===== config.mk =====
export PLATFORM = sky130hd
export DESIGN_NAME = hangman_engine_flat
export DESIGN_NICKNAME = d
export VERILOG_FILES = /design/src/rtl/hangman_engine_if.sv /design/src/rtl/hangman_engine.sv /design/src/flat_wrapper.sv
export SDC_FILE = /design/constraint.sdc
export NUM_CORES = 1
export LEC_CHECK = 0
export ABC_AREA = 1
export CAP_MARGIN = 20
export CORE_ASPECT_RATIO = 0.9
export CORE_MARGIN = 10
export CORE_UTILIZATION = 52
export DETAILED_ROUTE_END_ITERATION = 16
export GPL_ROUTABILITY_DRIVEN = 0
export PLACE_DENSITY = 0.87
export SYNTH_ARGS = -nofsm -noshare
export SYNTH_HDL_FRONTEND = slang
export SYNTH_SLANG_ARGS = --single-unit

===== constraint.sdc =====
create_clock -name clk -period 1.76 [get_ports clk]
set_input_delay 0.528 -clock clk [delete_from_list [all_inputs] [get_ports clk]]
set_output_delay 0.528 -clock clk [all_outputs]
set_load 0.02 [all_outputs]

===== src/rtl/hangman_engine_if.sv =====
// Handshake and status bundle between the hangman engine and its controller.
// master drives word loads and guesses; slave is the engine.
interface hangman_engine_if #(
    parameter int WORD_LEN = 5
);
    logic                  set_valid;
    logic [8*WORD_LEN-1:0] set_word;
    logic                  guess_valid;
    logic [7:0]            guess;
    logic                  guess_ready;
    logic [WORD_LEN-1:0]   revealed;
    logic                  result_valid;
    logic                  hit;
    logic                  miss;
    logic                  dup;
    logic [3:0]            num_miss;
    logic                  win;
    logic                  lose;
    logic                  game_rdy;

    modport master (
        output set_valid, set_word, guess_valid, guess,
        input  guess_ready, revealed, result_valid, hit, miss, dup,
               num_miss, win, lose, game_rdy
    );

    modport slave (
        input  set_valid, set_word, guess_valid, guess,
        output guess_ready, revealed, result_valid, hit, miss, dup,
               num_miss, win, lose, game_rdy
    );
endinterface


===== src/rtl/hangman_engine.sv =====
// Hangman game engine: scans the stored word one letter per cycle and scores each guess.
// Define HANGMAN_DUP_GUESS_EN to report repeated A..Z guesses as dup without rescoring them.
module hangman_engine #(
    parameter int WORD_LEN = 5,
    parameter int MAX_MISS = 6
) (
    input logic            clk,
    input logic            nRst,
    hangman_engine_if.slave bus
);
    typedef enum logic [2:0] {IDLE, READY, SCAN, JUDGE, DONE} state_t;

    localparam logic [3:0] LAST_IDX   = 4'(WORD_LEN - 1);
    localparam logic [3:0] MISS_LIMIT = 4'(MAX_MISS);

    state_t                state_q, state_d;
    logic [8*WORD_LEN-1:0] word_q, word_d;
    logic [7:0]            guess_q, guess_d;
    logic [3:0]            idx_q, idx_d;
    logic                  acc_q, acc_d;
    logic                  dup_pend_q, dup_pend_d;
    logic [WORD_LEN-1:0]   revealed_q, revealed_d;
    logic [3:0]            num_miss_q, num_miss_d;
    logic                  result_valid_q, result_valid_d;
    logic                  hit_q, hit_d;
    logic                  miss_q, miss_d;
    logic                  dup_q, dup_d;
    logic                  win_q, win_d;
    logic                  lose_q, lose_d;
    logic                  game_rdy_q, game_rdy_d;
    logic                  guess_ready_q, guess_ready_d;

    logic                  load_en;
    logic                  accept;
    logic                  is_dup;
    logic [WORD_LEN-1:0]   match_vec;

    assign load_en = ((state_q == IDLE) || (state_q == DONE)) && bus.set_valid;
    assign accept  = (state_q == READY) && bus.guess_valid;

    // Only the letter under the scan index can match; bit order follows revealed.
    generate
        for (genvar gi = 0; gi < WORD_LEN; gi++) begin : g_match
            assign match_vec[WORD_LEN-1-gi] = (idx_q == 4'(gi)) &&
                (word_q[8*(WORD_LEN-1-gi) +: 8] == guess_q);
        end
    endgenerate

`ifdef HANGMAN_DUP_GUESS_EN
    logic [25:0] guessed_q, guessed_d;
    logic [25:0] guess_oh;

    // Non-letters decode to all zeros, so they can never be flagged as repeats.
    generate
        for (genvar gi = 0; gi < 26; gi++) begin : g_letter_oh
            assign guess_oh[gi] = (bus.guess == 8'(65 + gi));
        end
    endgenerate

    assign is_dup = |(guess_oh & guessed_q);

    always_comb begin
        guessed_d = guessed_q;
        if (load_en) begin
            guessed_d = '0;
        end else if (accept) begin
            guessed_d = guessed_q | guess_oh;
        end
    end

    always_ff @(posedge clk or negedge nRst) begin
        if (!nRst) begin
            guessed_q <= '0;
        end else begin
            guessed_q <= guessed_d;
        end
    end
`else
    assign is_dup = 1'b0;
`endif

    always_comb begin
        state_d        = state_q;
        word_d         = word_q;
        guess_d        = guess_q;
        idx_d          = idx_q;
        acc_d          = acc_q;
        dup_pend_d     = dup_pend_q;
        revealed_d     = revealed_q;
        num_miss_d     = num_miss_q;
        win_d          = win_q;
        lose_d         = lose_q;
        result_valid_d = 1'b0;
        hit_d          = 1'b0;
        miss_d         = 1'b0;
        dup_d          = 1'b0;

        unique case (state_q)
            IDLE, DONE: begin
                if (load_en) begin
                    word_d     = bus.set_word;
                    revealed_d = '0;
                    num_miss_d = '0;
                    win_d      = 1'b0;
                    lose_d     = 1'b0;
                    state_d    = READY;
                end
            end
            READY: begin
                if (accept) begin
                    guess_d    = bus.guess;
                    acc_d      = 1'b0;
                    idx_d      = '0;
                    dup_pend_d = is_dup;
                    state_d    = is_dup ? JUDGE : SCAN;
                end
            end
            SCAN: begin
                revealed_d = revealed_q | match_vec;
                if (|match_vec) begin
                    acc_d = 1'b1;
                end
                if (idx_q == LAST_IDX) begin
                    state_d = JUDGE;
                end else begin
                    idx_d = idx_q + 4'd1;
                end
            end
            JUDGE: begin
                result_valid_d = 1'b1;
                if (dup_pend_q) begin
                    dup_d   = 1'b1;
                    state_d = READY;
                end else if (acc_q) begin
                    hit_d = 1'b1;
                    if (&revealed_q) begin
                        win_d   = 1'b1;
                        state_d = DONE;
                    end else begin
                        state_d = READY;
                    end
                end else begin
                    miss_d = 1'b1;
                    if (num_miss_q < MISS_LIMIT) begin
                        num_miss_d = num_miss_q + 4'd1;
                    end
                    if (num_miss_d == MISS_LIMIT) begin
                        lose_d  = 1'b1;
                        state_d = DONE;
                    end else begin
                        state_d = READY;
                    end
                end
            end
            default: state_d = IDLE;
        endcase

        guess_ready_d = (state_d == READY);
        game_rdy_d    = (state_d == IDLE) || (state_d == DONE);
    end

    always_ff @(posedge clk or negedge nRst) begin
        if (!nRst) begin
            state_q        <= IDLE;
            word_q         <= '0;
            guess_q        <= '0;
            idx_q          <= '0;
            acc_q          <= 1'b0;
            dup_pend_q     <= 1'b0;
            revealed_q     <= '0;
            num_miss_q     <= '0;
            result_valid_q <= 1'b0;
            hit_q          <= 1'b0;
            miss_q         <= 1'b0;
            dup_q          <= 1'b0;
            win_q          <= 1'b0;
            lose_q         <= 1'b0;
            game_rdy_q     <= 1'b1;
            guess_ready_q  <= 1'b0;
        end else begin
            state_q        <= state_d;
            word_q         <= word_d;
            guess_q        <= guess_d;
            idx_q          <= idx_d;
            acc_q          <= acc_d;
            dup_pend_q     <= dup_pend_d;
            revealed_q     <= revealed_d;
            num_miss_q     <= num_miss_d;
            result_valid_q <= result_valid_d;
            hit_q          <= hit_d;
            miss_q         <= miss_d;
            dup_q          <= dup_d;
            win_q          <= win_d;
            lose_q         <= lose_d;
            game_rdy_q     <= game_rdy_d;
            guess_ready_q  <= guess_ready_d;
        end
    end

    assign bus.guess_ready  = guess_ready_q;
    assign bus.revealed     = revealed_q;
    assign bus.result_valid = result_valid_q;
    assign bus.hit          = hit_q;
    assign bus.miss         = miss_q;
    assign bus.dup          = dup_q;
    assign bus.num_miss     = num_miss_q;
    assign bus.win          = win_q;
    assign bus.lose         = lose_q;
    assign bus.game_rdy     = game_rdy_q;
endmodule


===== src/flat_wrapper.sv =====
// flat-port wrapper written by rule: the top's interface ports become plain ports
module hangman_engine_flat 
#(
    parameter int WORD_LEN = 5,
    parameter int MAX_MISS = 6
)
  (clk, nRst, bus_set_valid, bus_set_word, bus_guess_valid, bus_guess, bus_guess_ready, bus_revealed, bus_result_valid, bus_hit, bus_miss, bus_dup, bus_num_miss, bus_win, bus_lose, bus_game_rdy);
  hangman_engine_if #(.WORD_LEN(WORD_LEN)) bus_i ();
  input logic clk;
  input logic nRst;
  input wire logic [$bits(bus_i.set_valid)-1:0] bus_set_valid;
  input wire logic [$bits(bus_i.set_word)-1:0] bus_set_word;
  input wire logic [$bits(bus_i.guess_valid)-1:0] bus_guess_valid;
  input wire logic [$bits(bus_i.guess)-1:0] bus_guess;
  output wire logic [$bits(bus_i.guess_ready)-1:0] bus_guess_ready;
  output wire logic [$bits(bus_i.revealed)-1:0] bus_revealed;
  output wire logic [$bits(bus_i.result_valid)-1:0] bus_result_valid;
  output wire logic [$bits(bus_i.hit)-1:0] bus_hit;
  output wire logic [$bits(bus_i.miss)-1:0] bus_miss;
  output wire logic [$bits(bus_i.dup)-1:0] bus_dup;
  output wire logic [$bits(bus_i.num_miss)-1:0] bus_num_miss;
  output wire logic [$bits(bus_i.win)-1:0] bus_win;
  output wire logic [$bits(bus_i.lose)-1:0] bus_lose;
  output wire logic [$bits(bus_i.game_rdy)-1:0] bus_game_rdy;
  assign bus_i.set_valid = bus_set_valid;
  assign bus_i.set_word = bus_set_word;
  assign bus_i.guess_valid = bus_guess_valid;
  assign bus_i.guess = bus_guess;
  assign bus_guess_ready = bus_i.guess_ready;
  assign bus_revealed = bus_i.revealed;
  assign bus_result_valid = bus_i.result_valid;
  assign bus_hit = bus_i.hit;
  assign bus_miss = bus_i.miss;
  assign bus_dup = bus_i.dup;
  assign bus_num_miss = bus_i.num_miss;
  assign bus_win = bus_i.win;
  assign bus_lose = bus_i.lose;
  assign bus_game_rdy = bus_i.game_rdy;
  hangman_engine #(.WORD_LEN(WORD_LEN), .MAX_MISS(MAX_MISS)) u_core (.clk(clk), .nRst(nRst), .bus(bus_i));
endmodule

* Yosys cells after proc, flatten, opt, wreduce, memory -nomap -nowiden
Index checks and enable logic that the tools add are counted.
** Storage, ports and cells
- Logic and storage cells :: 101
- Input port bits :: 52
- Bits in registers :: 72
** Operators by class
- Muxes and demuxes :: 33
- Equality and inequality tests :: 24
- Bitwise logic cells :: 1
- Reductions and logical operators :: 26
- $add $sub $neg :: 2
- Magnitude comparators :: 1
** Operators with widths (number)
- equality test 8 bit :: 5
- two-way mux 4 bit :: 7
- two-way mux 3 bit :: 6
- case mux 4 bit (2 select lines) :: 2
- two-way mux 1 bit :: 12
- inequality test 2 x 1 -> 1 bit, second input constant :: 6
- case mux 3 bit (4 select lines) :: 1
- case mux 5 bit (2 select lines) :: 1
- AND reduction 3 bit :: 3
- adder 4 x 1 -> 4 bit, second input constant :: 2
- equality test 4 x 2 -> 1 bit, second input constant :: 2
- equality test 4 x 3 -> 1 bit, second input constant :: 2
- AND reduction 4 bit :: 2
- logical AND 1 bit :: 7
- equality test 3 x 1 -> 1 bit, second input constant :: 2
- equality test 3 x 2 -> 1 bit, second input constant :: 2
- equality test 3 bit, second input constant :: 2
- logical NOT 3 bit :: 2
- case mux 1 bit (2 select lines) :: 3
- AND reduction 2 bit :: 3
- nonzero test 2 bit :: 3
- two-way mux 5 bit :: 1
- bitwise OR 5 bit :: 1
- AND reduction 5 bit :: 1
- other kinds (7) :: 9

* Logic depth before layout (Yosys ltp)
Gate-level depths: netlist of run 1.
- Word-level depth :: 10
- Mapped depth :: 11

* Worst setup path after synthesis of run 1
Ideal clock, no wire load.
- Kind :: register -> register
- From :: register u_core.num_miss_q[1], in the netlist u_core.bus.num_miss[1]
- To :: register u_core.game_rdy_q, in the netlist u_core.bus.game_rdy
- Period minus slack after synthesis :: 1.450 ns
- Path slack :: 0.310 ns
- Arrival time :: 1.383 ns
- Data required time :: 1.693 ns
- Cell stages (with the launch flop) :: 10
- Path through :: dfrtp_1 -> ha_1 -> inv_1 -> nand2_1 -> o21ai_0 -> nor3_1 -> nand3_1 -> nand2_1 -> nand2_1 -> nor2_1
** Between the ends
- Longest elaborated chain between the ends :: 10
- Elaborated cells between the ends (all ways) :: 12
** RTL lines
- start, declared :: RTL line hangman_engine.sv:23 : logic [3:0] num_miss_q, num_miss_d;
- start signal, assigned :: RTL line hangman_engine.sv:188 : num_miss_q <= num_miss_d;
- adder 4 x 1 -> 4 bit or less-than comparator 4 x 3 -> 1 bit (tied branches) :: RTL line hangman_engine.sv:145, hangman_engine.sv:144
- two-way mux 4 bit (*) :: RTL line hangman_engine.sv:144 : if (num_miss_q < MISS_LIMIT) begin
- two-way mux 4 bit (*) :: RTL line hangman_engine.sv:134 : end else if (acc_q) begin
- two-way mux 4 bit (*) :: RTL line hangman_engine.sv:98 : unique case (state_q)
- equality test 4 x 3 -> 1 bit (*) :: RTL line hangman_engine.sv:147 : if (num_miss_d == MISS_LIMIT) begin
- two-way mux 3 bit (*) :: RTL line hangman_engine.sv:147
- two-way mux 3 bit (*) :: RTL line hangman_engine.sv:134
- case mux 3 bit (4 select lines) (*) :: RTL line hangman_engine.sv:98
- named net u_core.state_d[0] :: RTL line hangman_engine.sv:16 : state_t state_q, state_d;
- equality test 3 bit or logical NOT 3 bit (tied branches) :: RTL line hangman_engine.sv:159 : game_rdy_d = (state_d == IDLE) || (state_d == DONE);
- logical OR 1 bit (*) :: RTL line hangman_engine.sv:159
- named net u_core.game_rdy_d :: RTL line hangman_engine.sv:30 : logic game_rdy_q, game_rdy_d;
- end signal, assigned :: RTL line hangman_engine.sv:195 : game_rdy_q <= game_rdy_d;
- end, declared :: RTL line hangman_engine.sv:30
The timed path passes the listed nets; every way through them passes the cells marked *. The select of a mux whose other input is x is not followed.
A chain may end at the register's enable or synchronous reset.

* Worst setup path after layout of run 1
- From :: register u_core.game_rdy_q, in the netlist u_core.bus.game_rdy
- To :: output port bus_game_rdy
** RTL lines
- end, declared :: RTL line flat_wrapper.sv:24 : output wire logic [$bits(bus_i.game_rdy)-1:0] bus_game_rdy;
No word-level cell between the ends.

==> flow_metrics.py, run 1 <==
metrics = {
    "drt": {
        "remaining_drc_errors": 0,
        "dr_wl_met3_um": 682,
        "dr.max_layer_used": "met4",
        "drt-total-wl_mm": 9.19,
        "drtIter0Drc": 209,
        "drtPass1Iterations": 5,
        "vias": 3201,
        "viasPerCell": 5.17,
        "avgRoutedWirePerCell_um": 14.9,
        "ant_nets": 0,
        "m1WireLength_mm": 3.77,
        "wl_met2_mm": 4.56,
    },
    "global_routing": {
        "antenna_found_initial": 0,
        "grt_pass1_vias": 3204,
        "grt_max_degree": 73,
        "grt_pass1_wl_mm": 15.2,
        "grt_use_total_pct": 17.8,
        "overflow": 0,
    },
    "layout": {
        "diodes": 0,
        "layout-drive-gt1-share_pct": 8.70,
        "finalNetCount": 581,
        "syn_to_final_growth_pct": 27.3,
        "final_util_pct": 68.4,
    },
    "worst_setup_path": {
        "crit_path_end_kind": "output pin",
        "critPathLaunchType": "register",
        "critPathSlowestCell": "dfstp_2",
        "cp_top_family": "flip-flops",
        "criticalPathCategory": "reg2out",
        "path_max_fanout": 1,
        "path_buf_inv": 1,
        "crit_chain": "dlygate4sd2_1",
        "arrival_ns": 1.18,
        "crit_required_ns": 1.23,
        "cpPeakStageDelay_ns": 0.51,
    },
    "hold_path": {
        "hold_class": "in2async",
    },
    "floorplanning": {
        "die_area_um2": 10600,
        "fp.coreArea_um2": 6620,
        "die-height_um": 98.5,
        "die_x_um": 107,
        "rows": 28,
        "initial_core_util_pct": 53.7,
        "boundaryPins": 69,
    },
    "yosys": {
        "async_reset_ff_share_pct": 100,
        "seq_area_frac_synth_pct": 50.7,
        "synth_flop_cell": "dfrtp_1",
        "syn_inst": 452,
        "synth_area_um2": 3560,
        "ys_types": 32,
        "synthesis.nets": 509,
        "synth.avg_cell_area_um2": 7.87,
        "synth_enable_flop_cells": 0,
        "synth_warnings": 0,
        "ys_seq_elements": 72,
    },
    "placed_design": {
        "preCtsSetupSlack_ns": 0.0489,
        "io_buffers": 67,
        "dp_hpwl_mm": 6.80,
    },
    "timing": {
        "fin_crit_ns": 1.71,
        "setup_slack_ns": 0.0531,
        "period_share_pct": 97.0,
        "report.final.slew_viol_count": 0,
        "timing.fmax_mhz": 586,
        "finClkSkew_ns": 0.00869,
        "hold_viol": 0,
        "finalSetupViolations": 0,
    },
    "clocking": {
        "clock-root-buffer": "clkbuf_8",
        "cts_buffer_depth": 2,
        "cts_sinks": 72,
        "clk_latency_ns": 0.35,
        "cts_tree": "done",
        "cts_hold_buf": 0,
        "cts-buffers-inserted": 9,
        "clkTransAtPathRegs_ns": 0.07,
        "htree_levels": 3,
    },
    "power_and_ir_drop": {
        "power_density_nw_per_um2": 1550,
        "vdd.ir_drop.worst_mv": 0.639,
        "leakagePower_nw": 2.24,
    },
    "flow_run": {
        "cap_violations": 0,
    },
    "outcome": {
        "status": "completed",
    },
}
[layer usage]
metal | vias to the layer above | global-route usage [%]
met3 | 19 | 5.34
li1 | 1546 | -
met4 | 0 | 7.28
met2 | 132 | 30.0
met1 | 1504 | 20.6
met5 | - | 0
[cell usage after synthesis (2+ instances only)]
master | number | area [µm²]
buf_4 | 7 | 52.6
xnor2_1 | 6 | 52.6
o21ai_1 | 3 | 15.0
inv_1 | 57 | 214
nor2_1 | 33 | 124
nand4_1 | 3 | 18.8
a22o_1 | 2 | 17.5
inv_2 | 7 | 26.3
a21oi_1 | 2 | 10.0
nor3_2 | 2 | 20.0
o21ai_0 | 56 | 280
o22ai_1 | 7 | 43.8
nand3_1 | 13 | 65.1
nand2_1 | 153 | 574
ha_1 | 5 | 62.6
xor2_1 | 3 | 26.3
nor3_1 | 4 | 20.0
nand2_4 | 2 | 22.5
dfrtp_1 | 71 | 1780
clkbuf_1 | 4 | 15.0
[final cells by class]
type                       instances  area (µm²)
fill                             521        2090
inverter                          64         240
timing repair buffer              74         723
clock buffer                      13         159
tap                               90         113
sequential                        72        1810
multi-input combinational        303        1450
clock inverter                     3        40.0
[registers in the layout, summed over array words and instances (netlist names)]
register	flops
u_core.word_q	40
u_core.guess_q	8
u_core.bus.revealed	5
u_core.bus.num_miss	4
u_core.idx_q	4
u_core.state_q	3
u_core.acc_q	1
u_core.bus.game_rdy	1
u_core.bus.guess_ready	1
u_core.bus.hit	1
u_core.bus.lose	1
u_core.bus.miss	1
u_core.bus.result_valid	1
u_core.bus.win	1
[stage by stage]
stage          area, µm²  hold slack [ns]  total power [mW]  cells  setup TNS (ns)
2_1_floorplan       3560            0.232              4.74    452               0
3_3_place_gp        4330            0.480              5.52    602               0
3_5_place_dp        4330            0.485              5.70    602               0
4_1_cts             4510            0.210              6.98    618               0
5_1_grt             4530            0.216              7.59    619        -0.00885
6_report            4530            0.186              7.03    619               0
[path summary, 6_finish.rpt]
path | start | to | slack [ns] | cells past startpoint
hold reg to reg | u_core.bus.win | u_core.bus.win | 0.50 | 2
max in group asynchronous | nRst | u_core.bus.num_miss[1] | 1.24 | 2
hold / removal | nRst | u_core.word_q[16] | 0.19 | 2
setup reg to reg | u_core.guess_q[2] | u_core.acc_q | 0.12 | 9
min in group clk | u_core.bus.win | u_core.bus.win | 0.50 | 2
setup / recovery | u_core.bus.game_rdy | bus_game_rdy | 0.05 | 1
[report_power, final]
part           internal (mW)  switching [mW]  leakage, nW
clock network          0.729           0.585        0.103
logic                   1.07            1.78         1.22
registers               2.31           0.559        0.913
[cell usage in the layout (no fill, tap or decap), types with 3 or more instances in the layout]
master / netlist / routed
nor2_1: 33 / 33
buf_4: 7 / 5
o22ai_1: 7 / 7
nand3_1: 13 / 13
xnor2_1: 6 / 6
o21ai_0: 56 / 55
inv_2: 7 / 8
clkdlybuf4s50_1: 0 / 50
xor2_1: 3 / 3
clkbuf_8: 0 / 11
nor3_1: 4 / 3
dfrtp_1: 71 / 69
inv_1: 57 / 56
o21ai_1: 3 / 4
ha_1: 5 / 5
nor3_2: 2 / 3
dlygate4sd2_1: 0 / 16
nand4_1: 3 / 3
nand2_1: 153 / 152
[what timing repair did]
item	CTS	global route
gates resized for setup	16	6
hold endpoints to repair	0	0
endpoints found under the setup margin	16	5
cloned	0	0
buffers inserted	0	1
[logic make-up (layout without fill, tap and decap cells)]
group | Yosys count | after routing | share of synthesized area, %
flops | 72 | 72 | 50.7
simple gates | 215 | 215 | 25.3
buf+inv | 77 | 154 | 8.94
fa+ha+maj | 5 | 5 | 1.76
compound gates | 73 | 73 | 10.9
xor+xnor | 9 | 9 | 2.22
other cells | 1 | 1 | 0.105
Note: power is estimated with default switching activity, not from simulation.
==> inputs of run 2 (changes only) <==
Settings changed: PLACE_DENSITY 0.87 to 0.78.
==> run 2 against run 1 <==
Effect of this change: combinational power grew 2%; die area unchanged; worst setup slack lost 0.022 ns; sequential power decreased by 2%; critical path type unchanged; largest cell class unchanged; largest power group is now combinational cells.
==> flow_metrics.py, run 2 (synthesis results as in run 1) <==
metrics = {
    "clocking": {
        "cts_sinks": 72,
        "clock-root-buffer": "clkbuf_8",
        "cts_tree": "done",
        "cts_hold_buf": 0,
        "htree_levels": 3,
        "clkTransAtPathRegs_ns": 0.07,
        "clk_latency_ns": 0.35,
        "cts_buffer_depth": 2,
        "cts-buffers-inserted": 9,
    },
    "worst_setup_path": {
        "crit_chain": "buf_4 > clkdlybuf4s15_1",
        "critPathLaunchType": "register",
        "cpPeakStageDelay_ns": 0.42,
        "arrival_ns": 1.20,
        "crit_required_ns": 1.23,
        "criticalPathCategory": "reg2out",
        "critPathSlowestCell": "dfrtp_1",
        "crit_path_end_kind": "output pin",
        "cp_top_family": "buffers and inverters",
        "path_buf_inv": 2,
        "path_max_fanout": 4,
    },
    "timing": {
        "period_share_pct": 98.2,
        "whs_ns": 0.111,
        "fin_crit_ns": 1.73,
        "setup_tns_ns": 0,
        "timing.fmax_mhz": 578,
        "hold_viol": 0,
        "finalSetupViolations": 0,
        "finClkSkew_ns": 0.00444,
        "report.final.slew_viol_count": 0,
    },
    "floorplanning": {
        "boundaryPins": 69,
        "initial_core_util_pct": 53.7,
        "die_area_um2": 10600,
        "die_x_um": 107,
        "fp.coreArea_um2": 6620,
        "rows": 28,
        "die-height_um": 98.5,
    },
    "drt": {
        "ant_nets": 0,
        "viasPerCell": 5.00,
        "vias": 3108,
        "remaining_drc_errors": 0,
        "drtIter0Drc": 184,
        "drtPass1Iterations": 4,
        "avgRoutedWirePerCell_um": 14.2,
        "drt-total-wl_mm": 8.82,
    },
    "layout": {
        "layout-drive-gt1-share_pct": 8.85,
        "regMostFlops": "u_core.word_q",
        "fillCellCount": 557,
        "largest_reg_flops": 40,
        "stdcell_count": 621,
        "finalInstanceArea_um2": 4540,
        "seqCellArea_um2": 1800,
        "syn_to_final_growth_pct": 27.6,
        "final_common_cell": "nand2_1",
        "final_cell_mix": "nand2_1, dfrtp_1, inv_1",
        "multiInputGateArea_um2": 1460,
        "diodes": 0,
        "finalNetCount": 585,
    },
    "global_routing": {
        "grt_use_total_pct": 17.6,
        "grt_pass1_vias": 3139,
        "grt_max_degree": 53,
        "overflow": 0,
        "grt_pass1_wl_mm": 15.0,
        "antenna_found_initial": 0,
    },
    "flow_run": {
        "cap_violations": 0,
    },
    "power_and_ir_drop": {
        "leakagePower_nw": 2.23,
        "vdd.ir_drop.worst_mv": 0.802,
        "power_density_nw_per_um2": 1500,
        "p_total_mw": 6.80,
    },
    "placed_design": {
        "dp_cells": 604,
        "dp_hpwl_mm": 6.75,
        "place_area_um2": 4350,
        "io_buffers": 67,
    },
    "hold_path": {
        "hold_class": "in2async",
    },
    "outcome": {
        "status": "completed",
    },
}
## run 2: cell types whose count changed in the layout (fill, tap and decap cells not counted), moves of 2 or more
cell and change:
dfrtp_1 +2, nor2_1 -2, buf_4 +3, nor2_2 +2, dfrtp_2 -2
## run 2: through the flow
step | setup slack, ns | util, %
global placement | 0.0652 | 65.8
global route | -0.00182 | 68.5
detailed placement | -0.00457 | 65.8
finish | 0.0308 | 68.5
floorplan | 0.310 | -
CTS | 0.0237 | 67.9
## run 2: final timing paths
kind | start | to | cells past startpoint | slack, ns
max in group asynchronous | nRst | u_core.bus.game_rdy | 2 | 1.07
hold reg to reg | u_core.bus.win | u_core.bus.win | 2 | 0.50
setup reg to reg | u_core.bus.num_miss[1] | u_core.bus.lose | 8 | 0.12
min in group clk | u_core.bus.win | u_core.bus.win | 2 | 0.50
hold / removal | nRst | u_core.word_q[24] | 1 | 0.11
setup / recovery | u_core.bus.num_miss[1] | bus_num_miss[1] | 2 | 0.03
## run 2: metal layers
metal	wire length, µm	part of all wire [%]	up-vias	track usage [%]
met3	518	5.9	19	5.01
met1	3870	44	1450	21.6
li1	-	-	1551	-
met2	4220	48	88	28.5
met5	0	0	-	0
met4	214	2.4	0	6.97
## run 2: power breakdown
part	switching [mW]	total, mW	internal (mW)
sequential	0.498	2.80	2.31
clock	0.553	1.09	0.534
combinational	1.77	2.91	1.13
## run 2: worst register-to-register path, stage by stage, from the launching register on
cell,delay [ns]
dfrtp_1,0.42
ha_1,0.29
inv_1,0.03
nand2_1,0.05
o21ai_1,0.10
nor3_2,0.19
nand3_1,0.14
buf_4,0.17
o21ai_0,0.17
## run 2: area by class of cell
class                           instances  area share, %
Clock buffer                           13           3.28
Clock inverter                          1          0.110
Inverter                               64           5.30
Multi-Input combinational cell        303           32.2
Sequential cell                        72           39.8
Tap cell                               90           2.48
Timing Repair Buffer                   78           16.9
## run 2: timing repair
item,4_1_cts,5_1_grt
pin swaps,0,1
endpoints found under the setup margin,20,7
setup buffers,0,3
resized for setup,17,7
gates cloned,0,0
==> inputs of run 3 (changes only) <==
Settings changed: HOLD_SLACK_MARGIN from default to 0.03.
==> results of run 3 <==
The final DEF is identical to that of run 2; final timing and power are the same.
